`config.mk`:
```
export PLATFORM = sky130hd
export DESIGN_NAME = up_down_counter_async
export DESIGN_NICKNAME = d
export VERILOG_FILES = /design/src/rtl/up_down_counter_async.sv
export SDC_FILE = /design/constraint.sdc
export NUM_CORES = 1
export LEC_CHECK = 0
export ABC_AREA = 1
export CAP_MARGIN = 20
export CORE_MARGIN = 3
export CORE_UTILIZATION = 45
export DETAILED_ROUTE_END_ITERATION = 12
export GPL_TIMING_DRIVEN = 1
export HOLD_SLACK_MARGIN = 0.15
export PLACE_DENSITY = 0.8
export RECOVER_POWER = 100
export SLEW_MARGIN = 15
export SYNTH_ARGS = -nofsm -noshare
export SYNTH_HDL_FRONTEND = slang
export SYNTH_SLANG_ARGS = --single-unit
```
`constraint.sdc`:
```
create_clock -name clk -period 2.8 [get_ports clk]
set_clock_uncertainty 0.1 [all_clocks]
set_input_delay 0.56 -clock clk [delete_from_list [all_inputs] [get_ports clk]]
set_output_delay 0.56 -clock clk [all_outputs]
set_load 0.03 [all_outputs]
```
`src/rtl/up_down_counter_async.sv`:
```
// Free-running 4-bit up/down counter with an asynchronous active-high clear.
// The count is also shown as two active-low 7-segment digits (tens, ones).
module up_down_counter_async (
    input  logic       clk,
    input  logic       reset,
    input  logic       mode,
    output logic [3:0] q,
    output logic [7:0] ones,
    output logic [7:0] tens
);

    // Segment patterns: bit7=a .. bit1=g, bit0=dp; low lights a segment.
    localparam logic [7:0] SEG_0     = 8'h03;
    localparam logic [7:0] SEG_1     = 8'h9F;
    localparam logic [7:0] SEG_2     = 8'h25;
    localparam logic [7:0] SEG_3     = 8'h0D;
    localparam logic [7:0] SEG_4     = 8'h99;
    localparam logic [7:0] SEG_5     = 8'h49;
    localparam logic [7:0] SEG_6     = 8'h41;
    localparam logic [7:0] SEG_7     = 8'h1F;
    localparam logic [7:0] SEG_8     = 8'h01;
    localparam logic [7:0] SEG_9     = 8'h09;
    localparam logic [7:0] SEG_BLANK = 8'hFF;

    logic [3:0] r_q;
    logic [3:0] w_q_next;
    logic [7:0] w_ones;
    logic [7:0] w_tens;

    // Natural 4-bit wrap gives 15->0 going up and 0->15 going down.
    assign w_q_next = mode ? (r_q + 4'd1) : (r_q - 4'd1);

    always_ff @(posedge clk or posedge reset) begin
        if (reset) begin
            r_q <= 4'd0;
        end else begin
            r_q <= w_q_next;
        end
    end

    // Decoded straight from the register so the display tracks q with no delay.
    // An unknown count falls through to default and blanks both digits.
    always_comb begin
        w_ones = SEG_BLANK;
        w_tens = SEG_BLANK;
        case (r_q)
            4'd0:  w_ones = SEG_0;
            4'd1:  w_ones = SEG_1;
            4'd2:  w_ones = SEG_2;
            4'd3:  w_ones = SEG_3;
            4'd4:  w_ones = SEG_4;
            4'd5:  w_ones = SEG_5;
            4'd6:  w_ones = SEG_6;
            4'd7:  w_ones = SEG_7;
            4'd8:  w_ones = SEG_8;
            4'd9:  w_ones = SEG_9;
            4'd10: begin w_ones = SEG_0; w_tens = SEG_1; end
            4'd11: begin w_ones = SEG_1; w_tens = SEG_1; end
            4'd12: begin w_ones = SEG_2; w_tens = SEG_1; end
            4'd13: begin w_ones = SEG_3; w_tens = SEG_1; end
            4'd14: begin w_ones = SEG_4; w_tens = SEG_1; end
            4'd15: begin w_ones = SEG_5; w_tens = SEG_1; end
            default: begin
                w_ones = SEG_BLANK;
                w_tens = SEG_BLANK;
            end
        endcase
    end

    assign q    = r_q;
    assign ones = w_ones;
    assign tens = w_tens;

endmodule

```
==> flow_metrics.env <==
export IMPL_dr_first_iter_drc_count=9
export IMPL_grt_overflow_total=0
export IMPL_synth_area_leaders="dfrtp_1 17%, ha_1 13%, nand3_2 10%, buf_4 10%, nand2_1 7.0%"
export IMPL_setup_viol=0
export IMPL_die_height_um=42.2
export IMPL_crit_family="buffers and inverters"
export IMPL_muxShareOfSynthArea=0
export IMPL_post_cts_buffers=0
export IMPL_rsz0062_at_grt="no"
export IMPL_clk_pin_slew_worst_paths_ns=0.04
export IMPL_yosysWarnings=0
export IMPL_largest_register_ff_count=4
export IMPL_syn_instance_count=78
export IMPL_crit_path_top_delay_cell="clkdlybuf4s50_1"
export IMPL_synth_seq_cells=4
export IMPL_ios=23
export IMPL_ff2ff_path_depth=5
export IMPL_crit_reg2reg_launch="q[1]$_DFF_PP0_"
export IMPL_synth_top_family_by_area="simple AND/OR/NAND/NOR gates"
export IMPL_die_area_mm2=0.00178
export IMPL_wl_per_cell_um=10.9
export IMPL_worstPathMaxFanout=6
export IMPL_cts_tree="built"
export IMPL_busiest_layer="met2"
export IMPL_setup_tns_final_ns=0
export IMPL_worstSetupPathType="flip-flop to output pin"
export IMPL_crit_buf_inv=3
export IMPL_period_needed_ns=2.67
export IMPL_firstDrtPassIters=4
export IMPL_hold_viol=0
export IMPL_max_slew_margin=0.646
export IMPL_synthSimpleGateAreaFrac=0.333
export IMPL_synth_adder_area_share=0.127
export IMPL_critPathMaxStageDelay_ns=0.69
export IMPL_grtUsageTotal=0.138
export IMPL_antenna_found_initial=0
export IMPL_drt_total_wl_um=1160
export IMPL_cts_made_buffers=3
export IMPL_post_route_drc_count=0
export IMPL_ys_seq_area_frac=0.170
export IMPL_cts_resized_gates=4
export IMPL_die_x_um=42.2
export IMPL_core_mm2=0.00117
export IMPL_clock_fmax_mhz=374
export IMPL_final_layout_size_suffix_gt1_frac=0.228
export IMPL_min_path_type="flip-flop to flip-flop"
export IMPL_drtAntennaViolNets=0
export IMPL_post_route_util=0.591
export IMPL_start_util=0.503
export IMPL_hpwlAfterDp_um=945
export IMPL_min_from="q[0]$_DFF_PP0_"
export IMPL_endpoint_kind="output pin"
export IMPL_fin_area_um2=692
export IMPL_vias=521
export IMPL_antenna_cells=0
export IMPL_viasPerCell=4.92
export IMPL_maxCapViolations=0
export IMPL_holdBufCountCts=0
export IMPL_min_to="q[0]$_DFF_PP0_"
export IMPL_gr_usage_met1=0.137
export IMPL_required_ns=2.14
export IMPL_critPathArrivalTime_ns=2.01
export IMPL_postPlaceCellArea_um2=697
export IMPL_cts_sinks=4
export IMPL_drv_slew=0
export IMPL_num_rows=12
export IMPL_synth_compound_area_frac=0.0870
export IMPL_worstMarginPinSlew_ns=0.531
export IMPL_path_cells="inv_1 -> ha_1 -> inv_1 -> o21ai_1 -> clkdlybuf4s50_1"
export IMPL_gr_usage_met2=0.234
export IMPL_post_route_period_util=0.955
export IMPL_htreeDepth=1
export IMPL_fin_nets=103
export IMPL_holdWs_ns=0.428
export IMPL_cp_start_kind="flip-flop"
export IMPL_io_buffers=15
export IMPL_clockBufferDepth=2
export IMPL_grt_first_pass_wirelength_um=1810
export IMPL_grt_max_degree=12
export IMPL_insertion_delay_ns=0.24
export IMPL_regToRegSetupSlack_ns=1.37
export IMPL_synth_largest_area_cell="dfrtp_1"
export IMPL_cts_root_buf="clkbuf_4"
export IMPL_yosys_area_top_type_share=0.170
export IMPL_place_congestion=0.867
export IMPL_reg2reg_to="q[2]$_DFF_PP0_"
export IMPL_syn_area_um2=589
export IMPL_area_delta_synth_final_pct=17.4
export IMPL_met3_usage=0.0258
export IMPL_synth_xor_area_frac=0.0446
export IMPL_synth_cell_type_count=23
export IMPL_hold_depth=1
export IMPL_syn_avg_cell_area_um2=7.56
export IMPL_grt_pass1_vias=442
export IMPL_crit_path_frequent_cell="inv_1"
export IMPL_outcome="complete, no violations"
-- metrics by stage --
| step | worst slack, ns | std cells |
|---|---|---|
| 2_1_floorplan | 0.270 | 84 |
| 3_3_place_gp | 0.205 | 103 |
| 3_5_place_dp | 0.159 | 103 |
| 4_1_cts | 0.0268 | 106 |
| 5_1_grt | 0.0234 | 106 |
| 6_report | 0.127 | 106 |
-- cells by family after synthesis --
kind of cell | count (synthesis)
other | 1
AND/OR/NAND/NOR | 33
XOR/XNOR | 3
flip-flops | 4
adder cells (fa/ha/maj) | 6
buffers and inverters | 23
AO/OA/AOI/OAI | 8
-- placed cells by master, fill, tap and decap left out --
cell type,Yosys,routed
inv_1,9,9
nand2_1,11,12
nor2_4,1,1
nand2_2,5,4
dlygate4sd2_1,0,4
xor2_1,2,2
dfrtp_2,0,1
o21ai_1,0,1
nor2_1,2,4
nand3_1,4,4
nand3_2,6,6
nand4_1,1,1
ha_1,6,6
nor2_2,3,1
o211ai_1,1,1
clkbuf_1,0,2
xnor2_1,1,1
a21oi_1,2,2
clkdlybuf4s50_1,0,3
clkbuf_4,0,3
inv_4,2,2
inv_2,2,2
dfrtp_1,4,3
dlygate4sd3_1,0,6
o21ai_0,2,2
o22ai_1,1,1
conb_1,1,7
o21ai_2,2,1
-- per-layer routing --
metal / vias to the layer above / share of wire
met5: - / 0
met2: 10 / 0.53
met3: 5 / 0.032
met1: 243 / 0.40
li1: 263 / -
met4: 0 / 0.037
-- Yosys cell counts --
master and n:
a21oi_1 2, buf_4 8, buf_6 2, conb_1 1
dfrtp_1 4, ha_1 6, inv_1 9, inv_2 2
inv_4 2, nand2_1 11, nand2_2 5, nand3_1 4
nand3_2 6, nand4_1 1, nor2_1 2, nor2_2 3
nor2_4 1, o211ai_1 1, o21ai_0 2, o21ai_2 2
o22ai_1 1, xnor2_1 1, xor2_1 2
-- worst max-delay path by stage --
stage,from,end,slack (ns),cells after the start
2_1_floorplan,q[0]$_DFF_PP0_,tens[6],0.27,6
3_3_place_gp,q[0]$_DFF_PP0_,ones[6],0.21,10
3_5_place_dp,q[0]$_DFF_PP0_,ones[6],0.16,8
4_1_cts,q[1]$_DFF_PP0_,ones[2],0.03,7
5_1_grt,q[0]$_DFF_PP0_,ones[1],0.02,7
6_report,q[1]$_DFF_PP0_,ones[5],0.13,5
-- cell type report --
cell class | instances | area [µm²]
tap | 14 | 17.5
fill | 110 | 479
inverter | 13 | 53.8
timing repair buffer | 15 | 133
multi-input combinational | 57 | 364
clock buffer | 3 | 22.5
sequential | 4 | 101
Power is not shown: default switching activity piles up to over one toggle a cycle in this logic, so the estimate is an artifact.
